**src/rtl/q100_ifetch_if.sv**
```systemverilog
// q100_ifetch_if: fetch-to-decode handshake carrying {pc, instruction} pairs
interface q100_ifetch_if #(
  parameter int DW = 32,
  parameter int AW = 12
);
  logic          if_valid_o;
  logic          if_ready_i;
  logic [DW-1:0] if_instr_o;
  logic [AW-1:0] if_pc_o;
  modport master (output if_valid_o, if_instr_o, if_pc_o, input if_ready_i);
  modport slave  (input if_valid_o, if_instr_o, if_pc_o, output if_ready_i);
endinterface

```
**src/rtl/q100_ifetch.sv**
```systemverilog
// q100_ifetch: PC owner, ITCM read issue, redirect flush and 2-entry buffer toward decode
module q100_ifetch #(
  parameter int                         ITCM_DATA_WIDTH = 32,
  parameter int                         ITCM_ADDR_WIDTH = 12,
  parameter logic [ITCM_ADDR_WIDTH-1:0] RESET_PC        = '0
) (
  input  logic                       clk,
  input  logic                       rst,
  input  logic                       fetch_en_i,
  output logic [ITCM_ADDR_WIDTH-1:0] itcm_addr_o,
  input  logic [ITCM_DATA_WIDTH-1:0] itcm_data_i,
  input  logic                       redirect_valid_i,
  input  logic [ITCM_ADDR_WIDTH-1:0] redirect_pc_i,
  q100_ifetch_if.master              dec
);
  localparam int DW = ITCM_DATA_WIDTH;
  localparam int AW = ITCM_ADDR_WIDTH;
  logic [AW-1:0] pc_q, pc_d, infl_pc_q, infl_pc_d;
  logic          infl_q, infl_d;
  logic [1:0]    cnt_q, cnt_d, wr_idx;
  logic [AW-1:0] bpc_q [2];
  logic [AW-1:0] bpc_d [2];
  logic [DW-1:0] bin_q [2];
  logic [DW-1:0] bin_d [2];
  logic          has_buf, pop, pop_buf, push, issue;
  assign has_buf         = cnt_q != 2'd0;
  assign itcm_addr_o     = pc_q;
  assign dec.if_valid_o  = has_buf | infl_q;
  assign dec.if_instr_o  = has_buf ? bin_q[0] : infl_q ? itcm_data_i : '0;
  assign dec.if_pc_o     = has_buf ? bpc_q[0] : infl_q ? infl_pc_q : '0;
  assign pop             = dec.if_valid_o & dec.if_ready_i;
  assign pop_buf         = pop & has_buf;
  assign push            = infl_q & ~(pop & ~has_buf);
  assign wr_idx          = cnt_q - {1'b0, pop_buf};
  assign issue           = fetch_en_i & ~redirect_valid_i & ((cnt_q + {1'b0, infl_q} < 2'd2) | pop);
  // next state: shift out the popped head, append the returning response, redirect flushes all
  always_comb begin
    bpc_d = bpc_q;
    bin_d = bin_q;
    if (pop_buf) begin
      bpc_d[0] = bpc_q[1];
      bin_d[0] = bin_q[1];
    end
    if (push) begin
      bpc_d[wr_idx[0]] = infl_pc_q;
      bin_d[wr_idx[0]] = itcm_data_i;
    end
    cnt_d     = redirect_valid_i ? 2'd0 : wr_idx + {1'b0, push};
    infl_d    = issue;
    infl_pc_d = pc_q;
    pc_d      = redirect_valid_i ? (redirect_pc_i & ~AW'(3)) : issue ? pc_q + AW'(4) : pc_q;
  end
  // state registers, cleared asynchronously
  always_ff @(posedge clk or negedge rst) begin
    if (!rst) begin
      pc_q      <= RESET_PC;
      infl_q    <= 1'b0;
      infl_pc_q <= '0;
      cnt_q     <= 2'd0;
      bpc_q[0]  <= '0;
      bpc_q[1]  <= '0;
      bin_q[0]  <= '0;
      bin_q[1]  <= '0;
    end else begin
      pc_q      <= pc_d;
      infl_q    <= infl_d;
      infl_pc_q <= infl_pc_d;
      cnt_q     <= cnt_d;
      bpc_q[0]  <= bpc_d[0];
      bpc_q[1]  <= bpc_d[1];
      bin_q[0]  <= bin_d[0];
      bin_q[1]  <= bin_d[1];
    end
  end
  a_no_overflow: assert property (@(posedge clk) disable iff (!rst) !(push && wr_idx == 2'd2));
endmodule

```
**src/flat_wrapper.sv**
```systemverilog
// flat-port wrapper written by rule: the top's interface ports become plain ports
module q100_ifetch_flat 
#(
  parameter int                         ITCM_DATA_WIDTH = 32,
  parameter int                         ITCM_ADDR_WIDTH = 12,
  parameter logic [ITCM_ADDR_WIDTH-1:0] RESET_PC        = '0
)
  (clk, rst, fetch_en_i, itcm_addr_o, itcm_data_i, redirect_valid_i, redirect_pc_i, dec_if_valid_o, dec_if_instr_o, dec_if_pc_o, dec_if_ready_i);
  q100_ifetch_if #(.DW(32), .AW(12)) dec_i ();
  input  logic clk;
  input  logic rst;
  input  logic fetch_en_i;
  output logic [ITCM_ADDR_WIDTH-1:0] itcm_addr_o;
  input  logic [ITCM_DATA_WIDTH-1:0] itcm_data_i;
  input  logic redirect_valid_i;
  input  logic [ITCM_ADDR_WIDTH-1:0] redirect_pc_i;
  output wire logic [$bits(dec_i.if_valid_o)-1:0] dec_if_valid_o;
  output wire logic [$bits(dec_i.if_instr_o)-1:0] dec_if_instr_o;
  output wire logic [$bits(dec_i.if_pc_o)-1:0] dec_if_pc_o;
  input wire logic [$bits(dec_i.if_ready_i)-1:0] dec_if_ready_i;
  assign dec_if_valid_o = dec_i.if_valid_o;
  assign dec_if_instr_o = dec_i.if_instr_o;
  assign dec_if_pc_o = dec_i.if_pc_o;
  assign dec_i.if_ready_i = dec_if_ready_i;
  q100_ifetch #(.ITCM_DATA_WIDTH(ITCM_DATA_WIDTH), .ITCM_ADDR_WIDTH(ITCM_ADDR_WIDTH), .RESET_PC(RESET_PC)) u_core (.clk(clk), .rst(rst), .fetch_en_i(fetch_en_i), .itcm_addr_o(itcm_addr_o), .itcm_data_i(itcm_data_i), .redirect_valid_i(redirect_valid_i), .redirect_pc_i(redirect_pc_i), .dec(dec_i));
endmodule
```
**config.mk**
```make
export PLATFORM = sky130hd
export DESIGN_NAME = q100_ifetch_flat
export DESIGN_NICKNAME = d
export VERILOG_FILES = /design/src/rtl/q100_ifetch_if.sv /design/src/rtl/q100_ifetch.sv /design/src/flat_wrapper.sv
export SDC_FILE = /design/constraint.sdc
export NUM_CORES = 1
export LEC_CHECK = 0
export ABC_AREA = 0
export BUFFER_PORTS_ARGS = -buffer_cell sky130_fd_sc_hd__buf_2
export CORE_MARGIN = 1
export CORE_UTILIZATION = 45
export DETAILED_ROUTE_END_ITERATION = 8
export HOLD_SLACK_MARGIN = 0.05
export PLACE_DENSITY = 0.71
export SLEW_MARGIN = 5
export SYNTH_ARGS = -nofsm -noshare
export SYNTH_HDL_FRONTEND = slang
export SYNTH_SLANG_ARGS = --single-unit
```
**constraint.sdc**
```tcl
create_clock -name clk -period 2.13 [get_ports clk]
set_input_delay 0.426 -clock clk [delete_from_list [all_inputs] [get_ports clk]]
set_output_delay 0.426 -clock clk [all_outputs]
set_load 0.05 [all_outputs]
```
==> reports/qor.yml, run 1 <==
grt:
  use_met3: 0.0529
  met2_usage: 0.338
  top_usage_layer: "met2"
  gr-total-overflow: 0
  met1_usage: 0.256
  grt_pass1_wl_um: 18700
  grt_pass1_vias: 4018
  grt_max_degree: 55
  antenna_found_initial: 0
  grt_usage: 0.203
power_and_ir_drop:
  ir_worst_vdd_uv: 581
  p_leak_nw: 3.33
  p_per_area_nw_per_um2: 795
finish:
  n_fill_cell: 943
  stdcell_count: 766
  antenna_cells: 0
  seqCellArea_um2: 2730
  multi_input_area_um2: 2470
  layout.nets: 668
  syn_to_final_growth_pct: 26.9
  layout-drive-gt1-share: 0.358
detailed_routing:
  viasPerCell: 5.35
  ant_nets: 0
  dr.pass1.iters: 4
  drt-initial-drc-count: 197
  drt_wl_total_um: 11700
  drc_errors: 0
  wl_per_cell_um: 15.3
  via_count: 4101
floorplan:
  core_area_um2: 11400
  fp.dieW_um: 110
  die-area_um2: 12200
  initial_utilization: 0.462
  num_rows: 39
  io_pins: 106
  die_y_um: 110
clock_tree:
  cts-root-buf: "clkbuf_16"
  cts_tree: "done"
  htree_levels: 3
  clk_pin_slew_ns: 0.07
  cts.sinks: 109
  cts_buffers: 9
  clk_latency_ns: 0.35
  cts_buffer_depth: 2
setup_path:
  crit_path_max_incr_delay_ns: 0.43
  worst_setup_path_start_kind: "register"
  rrSetupSlack_ns: 0.23
  crit_type: "reg -> out"
  endpoint_kind: "output pin"
  crit_required_ns: 1.70
  worstPathArrival_ns: 1.67
  critPathMaxFanout: 27
  r2r_cells: 6
  path_cells: "or2_4, buf_16, and2_1, buf_4"
  crit_path_top_delay_cell: "dfrtp_1"
yosys:
  synth_top_area_cell: "dfrtp_1"
  synthCells: 525
  yosys.area.top_type_share: 0.517
  synth.ff_latch_count: 109
  avgSynthCellArea_um2: 10.1
  ys_async_sr_fraction: 1.00
  ys_types: 41
  synth_edf_count: 0
  synth_warnings: 0
  synth_area_leaders: "dfrtp_1 (52%), nand2_1 (9.7%), mux2_2 (9.0%), mux2i_1 (8.3%), o21ai_0 (8.2%)"
  ys_seq_area_frac: 0.517
  synth_ff_type: "dfrtp_1"
  netlist_area_um2: 5280
timing:
  setup_viol: 0
  fmax_ghz: 0.478
  layout_setup_ws_ns: 0.0381
  hold_viol_final: 0
  drv_slew: 0
  skew_ns: 0.00605
  rsz0062_at_grt: "yes"
  period_minus_slack_ns: 2.09
  fin_crit_sh: 0.982
place:
  io_buffers: 101
  dp.cells: 744
  place_ws_ns: 0.216
  dp_hpwl_um: 7160
  gp_congestion: 0.773
status:
  status: "completed"
hold_path:
  hold_path_class: "in -> reg"
  hold_depth: 3
job:
  drv.max_cap_violation_count: 0
## kinds of logic (layout without fill, tap and decap cells)
| group | count (synthesis) | count (layout) | synth area share |
|---|---|---|---|
| and+or+nand+nor | 178 | 178 | 0.147 |
| adders and majority gates | 1 | 1 | 0.00237 |
| xor gates and xnor gates | 2 | 2 | 0.00332 |
| other | 1 | 2 | 0.000710 |
| muxes | 86 | 86 | 0.173 |
| buffers and inverters | 45 | 142 | 0.0429 |
| DFF | 109 | 109 | 0.517 |
| AOI/OAI and AO/OA | 103 | 103 | 0.114 |
## cell usage in the layout, fill, tap and decap left out, types with 4 or more instances in the layout
cell / n
clkbuf_16: 10
o21ai_0: 45
dfrtp_1: 107
buf_2: 56
o21ai_1: 10
nor2_1: 7
nand4_1: 6
buf_4: 19
nand2_1: 135
buf_12: 7
clkinv_4: 4
mux2_2: 42
mux2i_1: 44
o21ai_2: 32
buf_6: 34
nand3_1: 8
inv_1: 6
## path summary, 6_finish.rpt
check                                       start                     to
max                               u_core.cnt_q[0]         dec_if_pc_o[1]
min                              redirect_pc_i[3]  u_core.itcm_addr_o[3]
max reg2reg                       u_core.cnt_q[0]        u_core.bin_q[1]
min reg2reg                u_core.itcm_addr_o[11]   u_core.infl_pc_q[11]
max in group asynchronous                     rst          u_core.infl_q
min in group asynchronous                     rst        u_core.bin_q[6]
## routing by layer
| layer | wire, um | part of all wire |
|---|---|---|
| met1 | 5260 | 0.45 |
| met2 | 5770 | 0.49 |
| met3 | 508 | 0.043 |
| met4 | 161 | 0.014 |
| met5 | 0 | 0 |
## stage by stage
step	total power (W)	hold slack, ns	area [um^2]	utilization	setup TNS (ns)
floorplan	0.00338	0.130	5330	-	-0.906
global placement	0.00366	0.381	6020	0.528	0
detailed placement	0.00372	0.388	6020	0.528	0
CTS	0.00533	0.261	6430	0.563	-0.00982
global route	0.00560	0.276	6700	0.587	-0.341
finish	0.00533	0.274	6700	0.587	0
## repair_timing
| action | 4_1_cts | 5_1_grt |
|---|---|---|
| gates resized for setup | 42 | 73 |
| endpoints found under the setup margin | 35 | 44 |
| pin swaps | 0 | 2 |
| setup buffers | 0 | 4 |
| hold endpoints to repair | 28 | 0 |
| cloned | 0 | 1 |
| hold buffers | 1 | 0 |
## cell type report
class | instances | area share
flip-flops and latches | 109 | 0.408
multi-input cells | 372 | 0.369
repair buffers | 120 | 0.152
clock buffers | 9 | 0.0336
well taps | 143 | 0.0267
clock inverters | 7 | 0.00784
inverters | 6 | 0.00336
## critical path, delay by kind of cell (launching register included)
kind,cells,cell delay [ns]
and+or+nand+nor,2,0.49
DFF,1,0.43
buffers and inverters,2,0.38
## power breakdown
part	internal [W]	total, W	leakage [nW]	switching, W
clock network	0.000796	0.00156	0.135	0.000759
registers	0.00242	0.00263	1.39	0.000213
logic	0.000471	0.00114	1.80	0.000669
## state kept, by name, summed over array words and instances (netlist names)
signal              flops
u_core.bin_q           64
u_core.bpc_q           22
u_core.cnt_q            2
u_core.infl_pc_q       10
u_core.infl_q           1
u_core.itcm_addr_o     10
## synth_stat cells, drive strengths merged (3+ instances only)
cell type  number
nor2b           3
a211oi          3
and2b           3
nand3           8
buf            16
nand2         137
nor2            7
inv             6
mux2i          44
and2            3
a311o           3
dfrtp         109
o21ai          88
mux2           42
clkbuf         23
nand4           6
No activity file was read; power rests on OpenSTA's default activity.
==> run 2, diff against run 1 <==
--- a/config.mk
+++ b/config.mk
@@ -5,12 +5,13 @@
 export SDC_FILE = /design/constraint.sdc
 export NUM_CORES = 1
 export LEC_CHECK = 0
-export ABC_AREA = 0
+export ABC_AREA = 1
 export BUFFER_PORTS_ARGS = -buffer_cell sky130_fd_sc_hd__buf_2
 export CORE_MARGIN = 1
 export CORE_UTILIZATION = 45
 export DETAILED_ROUTE_END_ITERATION = 8
 export HOLD_SLACK_MARGIN = 0.05
+export MAX_ROUTING_LAYER = met4
 export PLACE_DENSITY = 0.71
 export SLEW_MARGIN = 5
 export SYNTH_ARGS = -nofsm -noshare
==> run 2 against run 1 <==
Combinational power grew 74%. Via count rose by 22%. Global-route usage rose by 2.0 points. Fmax is 0.15% higher. Non-clock buffer count is 4 higher. First-iteration DRC count grew 72%. Register-to-register slack improved by 0.08 ns. Sequential power increased by 14%. Synthesized cell count grew 42%. Critical endpoint is now dec_if_instr_o[5]. Largest power group unchanged.
==> reports/qor.yml, run 2 <==
place:
  place_area_um2: 6470  # was 6020 um^2
  io_buffers: 101  # unchanged
  dp_hpwl_um: 8490  # was 7160 um
  gp_congestion: 0.797  # was 0.773
  dp.cells: 989  # was 744
timing:
  skew_ns: 0.00771  # was 0.00605 ns
  setup_viol: 0  # unchanged
  period_minus_slack_ns: 2.09  # about the same
  relSlewSlack: 0.639
  fin_crit_sh: 0.981  # was 0.982
  fmax_ghz: 0.479  # was 0.478 GHz
  worstMarginPinSlew_ns: 0.542
  drv_slew: 0  # unchanged
  rsz0062_at_grt: "yes"  # unchanged
  hold_viol_final: 0  # unchanged
detailed_routing:
  wl_per_cell_um: 12.9  # was 15.3 um
  drc_errors: 0  # unchanged
  drt-initial-drc-count: 338  # was 197
  ant_nets: 0  # unchanged
  via_count: 4992  # was 4101
  drt_wl_total_um: 13000  # was 11700 um
  dr.pass1.iters: 5  # was 4
  viasPerCell: 4.96  # was 5.35
yosys:
  netlist_top_cells_count: "nand2_1 (309), dfrtp_1 (109), o21ai_0 (66)"  # was nand2_1 (136), dfrtp_1 (109), o21ai_0 (87)
  netlist_area_um2: 5580  # was 5280 um^2
  synth_most_common_cell: "nand2_1"  # unchanged
  synthCells: 746  # was 525
  synth_ff_type: "dfrtp_1"  # unchanged
  synth_area_leaders: "dfrtp_1 (49%), nand2_1 (21%), o21ai_0 (5.9%), nand3_1 (5.4%), inv_1 (4.2%)"  # was dfrtp_1 (52%), nand2_1 (9.7%), mux2_2 (9.0%), mux2i_1 (8.3%), o21ai_0 (8.2%)
  ys_types: 27  # was 41
  ys_async_sr_fraction: 1.00  # unchanged
  synth_top_area_cell: "dfrtp_1"  # unchanged
  synth_edf_count: 0  # unchanged
  yosys.area.top_type_share: 0.489  # was 0.517
  synth_warnings: 0  # unchanged
  avgSynthCellArea_um2: 7.48  # was 10.1 um^2
  synth.ff_latch_count: 109  # unchanged
  ys_seq_area_frac: 0.489  # was 0.517
setup_path:
  crit_type: "reg -> out"  # unchanged
  endpoint_kind: "output pin"  # unchanged
  r2r_cells: 9  # was 6
  critPathMaxFanout: 25  # was 27
  crit_path_start: "u_core.cnt_q[0]"  # unchanged
  worstPathArrival_ns: 1.66  # was 1.67 ns
  crit_required_ns: 1.70  # about the same
  worst_setup_path_start_kind: "register"  # unchanged
  r2r_start: "u_core.cnt_q[0]"  # unchanged
clock_tree:
  postCtsHoldBufs: 0  # was 1
  cts_tree: "done"  # unchanged
  clk_pin_slew_ns: 0.07  # about the same
  htree_levels: 3  # unchanged
  cts-root-buf: "clkbuf_16"  # unchanged
  cts_buffer_depth: 2  # unchanged
  cts.sinks: 109  # unchanged
  cts_buffers: 9  # unchanged
  clk_latency_ns: 0.35  # about the same
floorplan:
  die-area_um2: 12800  # was 12200 um^2
  initial_utilization: 0.463  # was 0.462
  fp.dieW_um: 113  # was 110 um
  num_rows: 40  # was 39
  die_y_um: 113  # was 110 um
  io_pins: 106  # unchanged
  core_area_um2: 12100  # was 11400 um^2
grt:
  gr-total-overflow: 0  # unchanged
  antenna_found_initial: 0  # unchanged
  grt_pass1_vias: 4551  # was 4018
  grt_pass1_wl_um: 22000  # was 18700 um
  grt_usage: 0.223  # was 0.203
  grt_max_degree: 71  # was 55
finish:
  antenna_cells: 0  # unchanged
  stdcell_count: 1007  # was 766
  top_register: "u_core.bin_q"  # unchanged
  layout_common_cells: "nand2_1 (309), dfrtp_1 (107), buf_2 (71), inv_1 (62), nand3_1 (60)"  # was nand2_1 (135), dfrtp_1 (107), buf_2 (56), o21ai_0 (45), mux2i_1 (44)
  stdcell_area_um2: 6910  # was 6700 um^2
  post-route-util: 0.573  # was 0.587
  layout-drive-gt1-share: 0.213  # was 0.358
  reg_top3: "u_core.bin_q (64), u_core.bpc_q (22)"  # unchanged
  largest_reg_flops: 64  # unchanged
  layout_commonest_cell: "nand2_1"  # unchanged
  layout.nets: 884  # was 668
  syn_to_final_growth_pct: 23.8  # was 26.9%
status:
  status: "completed"  # unchanged
power_and_ir_drop:
  ir_worst_vdd_uv: 400  # was 581 uV
  p_total_w: 0.00659  # was 0.00533 W
  p_leak_nw: 3.62  # was 3.33 nW
  p_per_area_nw_per_um2: 953  # was 795 nW/um^2
hold_path:
  hold_path_class: "in -> async"  # was in -> reg
job:
  drv.max_cap_violation_count: 0  # unchanged
[run 2: changes by cell type after synthesis, sizes merged, moves of 15 or more]
cell / change
buf: +16
inv: +58
mux2: -42
mux2i: -44
nand2: +175
nand3: +52
o21ai: +15
o31ai: +26
[run 2: kinds of logic (layout without fill, tap and decap cells)]
| kind of cell | Yosys count | in the layout | synth area share |
|---|---|---|---|
| other | 1 | 2 | 0.000672 |
| buffers and inverters | 114 | 206 | 0.0868 |
| flip-flops | 109 | 109 | 0.489 |
| XOR/XNOR | 2 | 2 | 0.00314 |
| AND/OR/NAND/NOR | 388 | 388 | 0.287 |
| adder cells (fa/ha/maj) | 1 | 1 | 0.00224 |
| AO/OA/AOI/OAI | 131 | 131 | 0.131 |
[run 2: per-stage QoR]
stage / hold slack, ns / setup slack (ns) / TNS [ns]
after global routing: 0.0773 / -0.0322 / -0.118
after floorplan: 0.130 / -0.328 / -5.70
final: 0.0475 / 0.0412 / 0
after detailed placement: 0.442 / 0.120 / 0
after CTS: 0.0655 / 0.00692 / 0
after global placement: 0.441 / 0.181 / 0
[run 2: report_power, final]
part           switching, W  leakage, nW  internal [W]
clock network      0.000760        0.144      0.000836
logic               0.00131         2.10      0.000670
registers          0.000329         1.37       0.00268
[run 2: what timing repair did]
| item | 4_1_cts | 5_1_grt |
|---|---|---|
| setup endpoints to repair | 39 | 27 |
| resized for setup | 24 | 27 |
| pin swaps | 0 | 0 |
| setup buffers | 1 | 1 |
[run 2: final timing paths]
path,slack (ns),endpoint
min in group clk,0.29,u_core.bin_q[40]
min,0.05,u_core.bin_q[55]
max reg2reg,0.31,u_core.cnt_q[0]
max in group asynchronous,1.47,u_core.cnt_q[0]
min reg2reg,0.48,u_core.bin_q[23]
max,0.04,dec_if_instr_o[5]
[run 2: layout make-up]
| class | count | area [um^2] |
|---|---|---|
| Multi-Input combinational cell | 524 | 2580 |
| Fill cell | 1098 | 5150 |
| Inverter | 66 | 250 |
| Clock inverter | 6 | 45.0 |
| Timing Repair Buffer | 124 | 855 |
| Sequential cell | 109 | 2730 |
| Tap cell | 168 | 210 |
| Clock buffer | 10 | 239 |
[run 2: worst max-delay path: stages, from the launching register on]
cell      delay (ns)
dfrtp_2         0.44
nor2_8          0.15
inv_4           0.09
buf_12          0.18
o31ai_2         0.18
clkbuf_4        0.26
[run 2: metal layers]
metal,wire [um],vias to the layer above,GRT usage
met1,6150,2325,0.299
met3,529,7,0.0418
met5,0,-,-
met4,100,0,0.0535
met2,6220,113,0.352
li1,-,2547,-
